--- config.mk ---
export PLATFORM = sky130hd
export DESIGN_NAME = sound_cmd_tx
export DESIGN_NICKNAME = d
export VERILOG_FILES = /design/src/rtl/sound_pkg.sv /design/src/rtl/sound_cmd_fifo.sv /design/src/rtl/sound_cmd_tx.sv
export SDC_FILE = /design/constraint.sdc
export NUM_CORES = 1
export LEC_CHECK = 0
export ABC_AREA = 1
export CORE_ASPECT_RATIO = 1.25
export CORE_MARGIN = 2
export CORE_UTILIZATION = 28
export DETAILED_ROUTE_END_ITERATION = 6
export GPL_TIMING_DRIVEN = 0
export PLACE_DENSITY = 0.49
export SYNTH_ARGS = -nofsm -noshare
export SYNTH_HDL_FRONTEND = slang
export SYNTH_HIERARCHICAL = 1
export SYNTH_SLANG_ARGS = --single-unit
export TNS_END_PERCENT = 1
--- constraint.sdc ---
create_clock -name clk_4e -period 1.54 [get_ports clk_4e]
set_input_delay 0.231 -clock clk_4e [delete_from_list [all_inputs] [get_ports clk_4e]]
set_output_delay 0.231 -clock clk_4e [all_outputs]
set_load 0.01 [all_outputs]
--- src/rtl/sound_pkg.sv ---
// Shared definitions for the main-board to sound-board command link.
package sound_pkg;

    localparam logic [5:0]  SND_IDLE_CODE = 6'h3F;
    localparam int unsigned SND_E_DIV     = 4;
    localparam int unsigned SND_CNT_W     = 11;

    typedef enum logic [1:0] {
        IDLE,
        HOLD,
        GAP
    } snd_state_t;

    typedef struct packed {
        logic       hand;
        logic [5:0] code;
    } snd_cmd_t;

endpackage

--- src/rtl/sound_cmd_fifo.sv ---
// Command queue for sound_cmd_tx: a DEPTH-entry FIFO, or a single holding register when DEPTH == 1.
module sound_cmd_fifo
    import sound_pkg::*;
#(
    parameter int unsigned DEPTH = 4
) (
    input  logic     clk_4e,
    input  logic     reset,
    input  logic     push,
    input  logic     pop,
    input  snd_cmd_t din,
    output snd_cmd_t dout,
    output logic     full,
    output logic     empty,
    output logic     empty_next
);

    if (DEPTH == 1) begin : g_reg
        snd_cmd_t hold_q;
        logic     hold_v;

        // push only happens when empty and pop only when full, so they never coincide here
        always_ff @(posedge clk_4e) begin
            if (reset) begin
                hold_v <= 1'b0;
            end else if (push) begin
                hold_v <= 1'b1;
            end else if (pop) begin
                hold_v <= 1'b0;
            end
        end

        always_ff @(posedge clk_4e) begin
            if (push) begin
                hold_q <= din;
            end
        end

        assign dout       = hold_q;
        assign full       = hold_v;
        assign empty      = !hold_v;
        assign empty_next = !(push || (hold_v && !pop));
    end else begin : g_fifo
        localparam int unsigned AW = $clog2(DEPTH);

        snd_cmd_t      mem [DEPTH];
        logic [AW-1:0] wr_ptr;
        logic [AW-1:0] rd_ptr;
        logic [AW:0]   count;
        logic [AW:0]   count_nxt;

        always_comb begin
            count_nxt = count;
            case ({push, pop})
                2'b10:   count_nxt = count + (AW + 1)'(1);
                2'b01:   count_nxt = count - (AW + 1)'(1);
                default: count_nxt = count;
            endcase
        end

        always_ff @(posedge clk_4e) begin
            if (reset) begin
                wr_ptr <= '0;
                rd_ptr <= '0;
                count  <= '0;
            end else begin
                if (push) begin
                    mem[wr_ptr] <= din;
                    wr_ptr      <= wr_ptr + AW'(1);
                end
                if (pop) begin
                    rd_ptr <= rd_ptr + AW'(1);
                end
                count <= count_nxt;
            end
        end

        assign dout       = mem[rd_ptr];
        assign full       = (count == (AW + 1)'(DEPTH));
        assign empty      = (count == '0);
        assign empty_next = (count_nxt == '0);
    end

endmodule

--- src/rtl/sound_cmd_tx.sv ---
// Main-board sound-command transmitter: queues codes and drives pb/hand with hold and idle-gap timing.
// Define SOUND_TX_FIFO_EN for a FIFO_DEPTH-entry queue; otherwise a single holding register is used.
module sound_cmd_tx
    import sound_pkg::*;
#(
    parameter int unsigned HOLD_E     = 64,
    parameter int unsigned GAP_E      = 16,
    parameter int unsigned FIFO_DEPTH = 4
) (
    input  logic       clk_4e,
    input  logic       reset,
    input  logic       cmd_valid,
    output logic       cmd_ready,
    input  logic [5:0] cmd_code,
    input  logic       cmd_hand,
    output logic [5:0] pb,
    output logic       hand,
    output logic       busy,
    output logic       null_drop
);

`ifdef SOUND_TX_FIFO_EN
    localparam bit USE_FIFO = 1'b1;
`else
    localparam bit USE_FIFO = 1'b0;
`endif

    localparam int unsigned          Q_DEPTH  = USE_FIFO ? FIFO_DEPTH : 1;
    localparam logic [SND_CNT_W-1:0] HOLD_CNT = SND_CNT_W'(SND_E_DIV * HOLD_E - 1);
    localparam logic [SND_CNT_W-1:0] GAP_CNT  = SND_CNT_W'(SND_E_DIV * GAP_E - 1);
    localparam logic [SND_CNT_W-1:0] CNT_ONE  = SND_CNT_W'(1);
    localparam snd_cmd_t             IDLE_CMD = '{hand: 1'b1, code: SND_IDLE_CODE};

    snd_state_t           state, state_nxt;
    logic [SND_CNT_W-1:0] cnt, cnt_nxt;
    logic [5:0]           drv_code, code_nxt;
    logic                 drv_hand, hand_nxt;
    logic                 null_nxt;

    snd_cmd_t push_cmd;
    snd_cmd_t head;
    logic     push;
    logic     pop;
    logic     full;
    logic     empty;
    logic     empty_next;

    assign cmd_ready = !full;
    assign push      = cmd_valid && !full;
    assign push_cmd  = '{hand: cmd_hand, code: cmd_code};

    sound_cmd_fifo #(
        .DEPTH(Q_DEPTH)
    ) u_queue (
        .clk_4e    (clk_4e),
        .reset     (reset),
        .push      (push),
        .pop       (pop),
        .din       (push_cmd),
        .dout      (head),
        .full      (full),
        .empty     (empty),
        .empty_next(empty_next)
    );

    always_comb begin
        state_nxt = state;
        cnt_nxt   = cnt;
        code_nxt  = drv_code;
        hand_nxt  = drv_hand;
        pop       = 1'b0;
        null_nxt  = 1'b0;
        case (state)
            IDLE: begin
                if (!empty) begin
                    pop = 1'b1;
                    if (head == IDLE_CMD) begin
                        null_nxt = 1'b1;
                    end else begin
                        code_nxt  = head.code;
                        hand_nxt  = head.hand;
                        cnt_nxt   = HOLD_CNT;
                        state_nxt = HOLD;
                    end
                end
            end
            HOLD: begin
                if (cnt == '0) begin
                    code_nxt  = SND_IDLE_CODE;
                    hand_nxt  = 1'b1;
                    cnt_nxt   = GAP_CNT;
                    state_nxt = GAP;
                end else begin
                    cnt_nxt = cnt - CNT_ONE;
                end
            end
            GAP: begin
                if (cnt == '0) begin
                    state_nxt = IDLE;
                end else begin
                    cnt_nxt = cnt - CNT_ONE;
                end
            end
            default: state_nxt = IDLE;
        endcase
    end

    // pb/hand are a second register stage after drv_*, giving the 2-clock handshake-to-line latency
    always_ff @(posedge clk_4e) begin
        if (reset) begin
            state     <= IDLE;
            cnt       <= '0;
            drv_code  <= SND_IDLE_CODE;
            drv_hand  <= 1'b1;
            pb        <= SND_IDLE_CODE;
            hand      <= 1'b1;
            busy      <= 1'b0;
            null_drop <= 1'b0;
        end else begin
            state     <= state_nxt;
            cnt       <= cnt_nxt;
            drv_code  <= code_nxt;
            drv_hand  <= hand_nxt;
            pb        <= drv_code;
            hand      <= drv_hand;
            busy      <= (state_nxt != IDLE) || !empty_next;
            null_drop <= null_nxt;
        end
    end

endmodule

==> out/results.ini, run 1 <==
[outcome]
status = finished with violations
violations = setup timing

[sta]
slew_viol_final = 0
holdWs_ns = 0.420
finalCriticalPeriod_ns = 1.55
setup_slack_ns = -0.0144
clock_skew_ns = 0.00518
finalSetupViolations = 5
maxSlewHeadroom = 0.583
hold_violations = 0
fin_crit_sh = 1.01
fmax_mhz = 643
tightest_slew_ns = 0.623
rsz0062_at_grt = yes

[cells_and_area]
final_area_um2 = 2370
n_fill_cell = 655
instances_no_fill = 353
register_area_um2 = 817
nNetsFinal = 284
diodes = 0
multi_input_area_um2 = 902
most-common-layout-cells = 36 x inv_1, 36 x nand2_1, 27 x dfxtp_1, 26 x nor2_1, 19 x clkdlybuf4s50_1
drive_gt1_frac = 0.224
area_growth_pct = 32.1

[cts]
insertion_delay_ns = 0.29
hold_buffers = 0
cts_inserted_buffers = 5
htree_levels = 2
numClockSinks = 37
cts_max_path_buffers = 2
tritoncts = built
cts_root_buf = clkbuf_8
cts.clk_slew.worst_paths_ns = 0.07

[power_and_ir_drop]
vdd_ir_drop_max_v = 0.000537
power.density_nw_per_um2 = 1170
leakage_uw = 0.00102

[floorplanning]
core_um2 = 6210
fp.dieH_um = 93.5
die_area_um2 = 7070
io_pins = 20
placementRows = 32
die_width_um = 75.6
start_util = 0.289

[critical_path]
critPathTopFamily = simple AND/OR/NAND/NOR gates
r2r_slack_ns = -0.01
arrival_ns = 1.74
criticalPathCategory = reg -> reg
crit_path_max_fanout = 6
critPathBufInv = 1
cp-end-kind = register
start_kind = register
reg2regPathDepth = 8
crit_chain = inv_1, ha_2, nand2_2, nand3_2, nor2_4, nand2_2, nor2_4, a21oi_1
cp_slowest_cell = dfxtp_4
critPathRequiredTime_ns = 1.72
r2r_start = state[0]
max_stage_delay_ns = 0.39
reg2reg_to = cnt[1]

[logic_synthesis]
ys_seq_area_frac = 0.452
netlist_instances = 233
synth-seq-cells = 37
synth_top_area_cell = dfxtp_1
avgSynthCellArea_um2 = 7.71
synth_area_leaders = dfxtp_1 33%, edfxtp_1 12%, nand2_1 9.0%
yosys_warnings = 6
synth_nets = 250
synth.distinct_cells = 28
netlist_area_um2 = 1800
synth_top_cell_area_share = 0.334

[grt]
antenna_found_initial = 0
grt_pass1_vias = 1514
grt_max_degree = 13
gr-total-overflow = 0
grt_pass1_wl_mm = 6.56
grt.total_usage = 0.121

[routing]
vias_per_cell = 4.29
wl_per_cell_um = 10.3
vias = 1516
detailedRoute.firstPassIterationCount = 4
drt-total-wl_mm = 3.64
ant_nets = 0
drtIter0Drc = 34
drc = 0

[place]
port_buffers = 19
dp.cells = 337
place.gp.congestion = 0.818
place_area_um2 = 2090
hpwlAfterDp_mm = 2.69

[worst_hold_path]
hold_depth = 2
min_delay_worst_endpoint = pb[3]
hp-start = drv_code[3]
hold_class = reg -> reg

[job]
max_cap_viol_count = 0

repair_timing:
| action | in CTS | in global routing |
|---|---|---|
| setup endpoints to repair | 21 | 19 |
| pin swaps | 5 | 6 |
| setup buffers | 5 | 3 |
| resized for setup | 26 | 10 |
worst register-to-register path, stage by stage, from the launching register on:
cell and delay, ns:
dfxtp_4 0.39, inv_1 0.07, ha_2 0.21, nand2_2 0.12, nand3_2 0.10, nor2_4 0.18
nand2_2 0.10, nor2_4 0.18, a21oi_1 0.08
layer usage:
metal	vias to the layer above	routed length, µm	GRT usage
li1	801	-	-
met1	689	1580	0.138
met2	21	1880	0.209
met3	5	119	0.0302
met4	0	54	0.0526
met5	-	0	0
synthesized netlist by cell type:
library cell,number
clkbuf_1,2
ha_1,7
o22ai_1,1
nand3b_1,2
nand2_4,1
buf_6,1
or2_2,2
nand3_1,13
nor3_2,1
edfxtp_1,7
xnor2_1,1
o21ai_0,11
inv_1,42
a21oi_1,17
nor4_1,1
nand2_1,43
xor2_1,2
nand4_1,4
o21ai_1,3
nor2_4,1
nand3_2,2
nand2_2,1
a21oi_2,1
nand3_4,1
o21ai_4,1
nor2_2,6
dfxtp_1,30
nor2_1,29
cells by family (layout without fill, tap and decap cells):
kind of cell / count (synthesis) / after routing / share of synthesized area
and+or+nand+nor: 107 / 107 / 0.283
buffers and inverters: 45 / 80 / 0.0983
DFF: 37 / 37 / 0.452
AOI/OAI and AO/OA: 34 / 34 / 0.104
adders and majority gates: 7 / 7 / 0.0488
xor gates and xnor gates: 3 / 3 / 0.0146
final cells by class:
| cell class | instances | area share |
|---|---|---|
| multi-input cells | 151 | 0.380 |
| well taps | 85 | 0.0448 |
| flip-flops and latches | 37 | 0.344 |
| clock inverters | 2 | 0.0148 |
| repair buffers | 27 | 0.111 |
| inverters | 42 | 0.0665 |
| plain buffers | 3 | 0.00791 |
| clock buffers | 6 | 0.0306 |
how the worst max path moves through the flow:
stage | endpoint | depth (start not counted) | slack [ns] | start
after CTS | cnt[8] | 11 | -0.01 | cnt[0]
final | cnt[1] | 8 | -0.01 | state[0]
after detailed placement | cnt[4] | 8 | -0.38 | state[0]
after global routing | cnt[1] | 8 | -0.11 | state[0]
after floorplan | cnt[1] | 8 | -0.03 | state[0]
after global placement | cnt[1] | 8 | -0.39 | state[0]
sequential cells by signal, summed over array words and instances (netlist names), 2 cells and up:
register	flops
state	2
u_queue/dout	7
pb	6
cnt	11
drv_code	6
power by group:
group          internal [µW]  total [µW]  switching [µW]
registers               1080        1150            67.5
clock network            481         837             356
logic                    334         789             455
total                   1900        2780             878
stage by stage:
step	util	setup TNS (ns)	total power, µW	setup slack, ns
finish	0.382	-0.0651	2780	-0.0144
floorplan	-	-0.133	1640	-0.0267
CTS	0.371	-0.0495	2750	-0.0144
detailed placement	0.338	-4.98	1820	-0.377
global route	0.382	-1.67	2960	-0.114
global placement	0.338	-4.90	1810	-0.389
(Power assumes the default switching activity.)
==> run 2: changes to the inputs <==
- ABC_CLOCK_PERIOD_IN_PS: default -> 1540
==> results of run 2 <==
The final DEF is identical to that of run 1; final timing and power are the same.
==> run 3: changes to the inputs <==
- CORE_UTILIZATION: 28 -> 50
- PLACE_DENSITY: 0.49 -> 0.77
==> run 3 against run 2 <==
  * The flow still finishes with violations (setup timing)
  * Die area shrank 42%
  * Global-route usage grew 7.3 points
  * Sequential power is essentially flat
  * Combinational power grew 3.4%
  * Total power grew 3.0%
  * Worst hold slack gained 0.012 ns
  * Critical path depth grew 4
  * Highest routed layer unchanged
  * Clock-buffer cell count is the same
==> out/results.ini, run 3 (synthesized netlist as in run 1, its figures left out) <==
[place]
port_buffers = 19  ; unchanged
place.gp.congestion = 0.879  ; +7.5%
place_area_um2 = 2040  ; -2.7%
dp.cells = 291  ; -14%
hpwlAfterDp_mm = 2.41  ; -10%
post-place-ws_ns = -0.320  ; +0.0565 ns

[critical_path]
arrival_ns = 1.82  ; +0.08 ns
critPathBufInv = 3  ; +2
crit_chain = inv_2, ha_4, inv_2, nor2_4, nand3_2, nor2_4, nand2_4, o21ai_4, nand3_4, nand2_1, nand2_1, inv_1
critPathTopFamily = simple AND/OR/NAND/NOR gates
cp.depth = 12  ; +4
reg2regPathDepth = 12  ; +4
critPathRequiredTime_ns = 1.79  ; +0.07 ns
cp-end-kind = register
criticalPathCategory = reg -> reg
cp_slowest_cell = dfxtp_2
crit_path_max_fanout = 8  ; +2
start_kind = register
max_stage_delay_ns = 0.33  ; -0.06 ns

[grt]
antenna_found_initial = 0  ; unchanged
grt_pass1_wl_mm = 6.03  ; -8.1%
gr-total-overflow = 0  ; unchanged
grt_pass1_vias = 1429  ; -5.6%
grt.total_usage = 0.194  ; +0.0729
grt_max_degree = 13  ; unchanged

[cells_and_area]
instances_no_fill = 306  ; -13%
final_area_um2 = 2350  ; -1.0%
largest_reg_flops = 11  ; unchanged
nNetsFinal = 283  ; -0.35%
mostFrequentLayoutCell = nand2_1
largest_register = cnt
drive_gt1_frac = 0.232  ; +0.00833
diodes = 0  ; unchanged
area_growth_pct = 30.8
most-common-layout-cells = 36 x nand2_1, 35 x inv_1, 26 x nor2_1, 26 x dfxtp_1, 19 x clkdlybuf4s50_1

[sta]
fin_crit_sh = 1.02  ; +0.0106
hold_violations = 0  ; unchanged
rsz0062_at_grt = yes
tightest_slew_ns = 0.610  ; -0.0129 ns
finalSetupViolations = 7  ; +2
slew_viol_final = 0  ; unchanged
setup_slack_ns = -0.0307  ; -0.0163 ns
clock_skew_ns = 0.00867  ; +0.00348 ns
fmax_mhz = 637  ; -1.0%
maxSlewHeadroom = 0.592  ; +0.00863
finalCriticalPeriod_ns = 1.57  ; +0.0163 ns

[outcome]
violations = setup timing
status = finished with violations

[routing]
drtIter0Drc = 42  ; +24%
vias_per_cell = 5.17  ; +20%
detailedRoute.firstPassIterationCount = 4  ; unchanged
ant_nets = 0  ; unchanged
drt-total-wl_mm = 3.78  ; +3.8%
vias = 1583  ; +4.4%
drc = 0  ; unchanged
wl_per_cell_um = 12.3  ; +20%

[cts]
tritoncts = built
htree_levels = 2  ; unchanged
cts_inserted_buffers = 5  ; unchanged
cts_max_path_buffers = 2  ; unchanged
cts_root_buf = clkbuf_8
numClockSinks = 37  ; unchanged
cts.clk_slew.worst_paths_ns = 0.07  ; about the same
hold_buffers = 0  ; unchanged
insertion_delay_ns = 0.30  ; about the same

[worst_hold_path]
hold_depth = 2  ; unchanged
hold_class = reg -> reg

[floorplanning]
die_area_um2 = 4090  ; -42%
io_pins = 20  ; unchanged
start_util = 0.520  ; +0.231
die_width_um = 57.6  ; -24%
placementRows = 24  ; -25%
core_um2 = 3450  ; -44%
fp.dieH_um = 71  ; -24%

[power_and_ir_drop]
power.density_nw_per_um2 = 1220  ; +4.1%
vdd_ir_drop_max_v = 0.00150  ; +180%
switchingPower_uw = 925  ; +5.4%
seq_power_share = 0.404  ; -0.011
pwr-share-comb = 0.285  ; about the same
clock_power_share = 0.311  ; +0.010
power_uw = 2860  ; +3.0%
p_int_uw = 1940  ; +1.9%
p_sw_frac = 0.323  ; +0.00721
leakage_uw = 0.00102  ; -0.30%

[job]
max_cap_viol_count = 0  ; unchanged

[run 3: worst paths after layout]
| kind | startpoint | end | slack [ns] |
|---|---|---|---|
| hold / removal | drv_code[2] | pb[2] | 0.43 |
| hold reg to reg | drv_code[2] | pb[2] | 0.43 |
| setup reg to reg | cnt[0] | drv_code[2] | -0.03 |
| setup / recovery | cnt[0] | drv_code[2] | -0.03 |
[run 3: cell type report]
type	instances	area (µm²)
clock inverter	2	37.5
fill	270	1100
sequential	37	821
inverter	42	158
multi-input combinational	151	940
timing repair buffer	26	243
buffer	3	18.8
clock buffer	6	82.6
tap	39	48.8
[run 3: worst register-to-register path, cell delays in order, from the launching register on]
cell and delay (ns):
dfxtp_2 0.33, inv_2 0.08, ha_4 0.13, inv_2 0.04, nor2_4 0.09, nand3_2 0.10
nor2_4 0.18, nand2_4 0.09, o21ai_4 0.12, nand3_4 0.17, nand2_1 0.10, nand2_1 0.05
inv_1 0.05
[run 3: metal layers]
metal,track usage,wire length [µm]
met5,0,0
met4,0.101,114
met3,0.0622,172
met2,0.326,1920
met1,0.216,1570
[run 3: power by group through the flow]
stage          registers (µW)  clock network, µW  logic, µW
6_report                 1150                891        816
5_1_grt                  1170                940        896
4_1_cts                  1150                893        723
3_5_place_dp             1170                  0        634
3_3_place_gp             1170                  0        622
2_1_floorplan            1170                  0        471
[run 3: metrics by stage]
stage	utilization	setup TNS, ns	hold WS (ns)
6_report	0.680	-0.140	0.432
3_5_place_dp	0.590	-3.97	0.411
5_1_grt	0.680	-0.903	0.455
3_3_place_gp	0.590	-3.37	0.401
2_1_floorplan	-	-0.133	0.293
4_1_cts	0.653	0	0.429
[run 3: what timing repair did]
action,CTS,global route
gates resized for setup,25,21
endpoints found under the setup margin,21,20
hold endpoints to repair,0,0
setup buffers,4,3
pin swaps,6,10
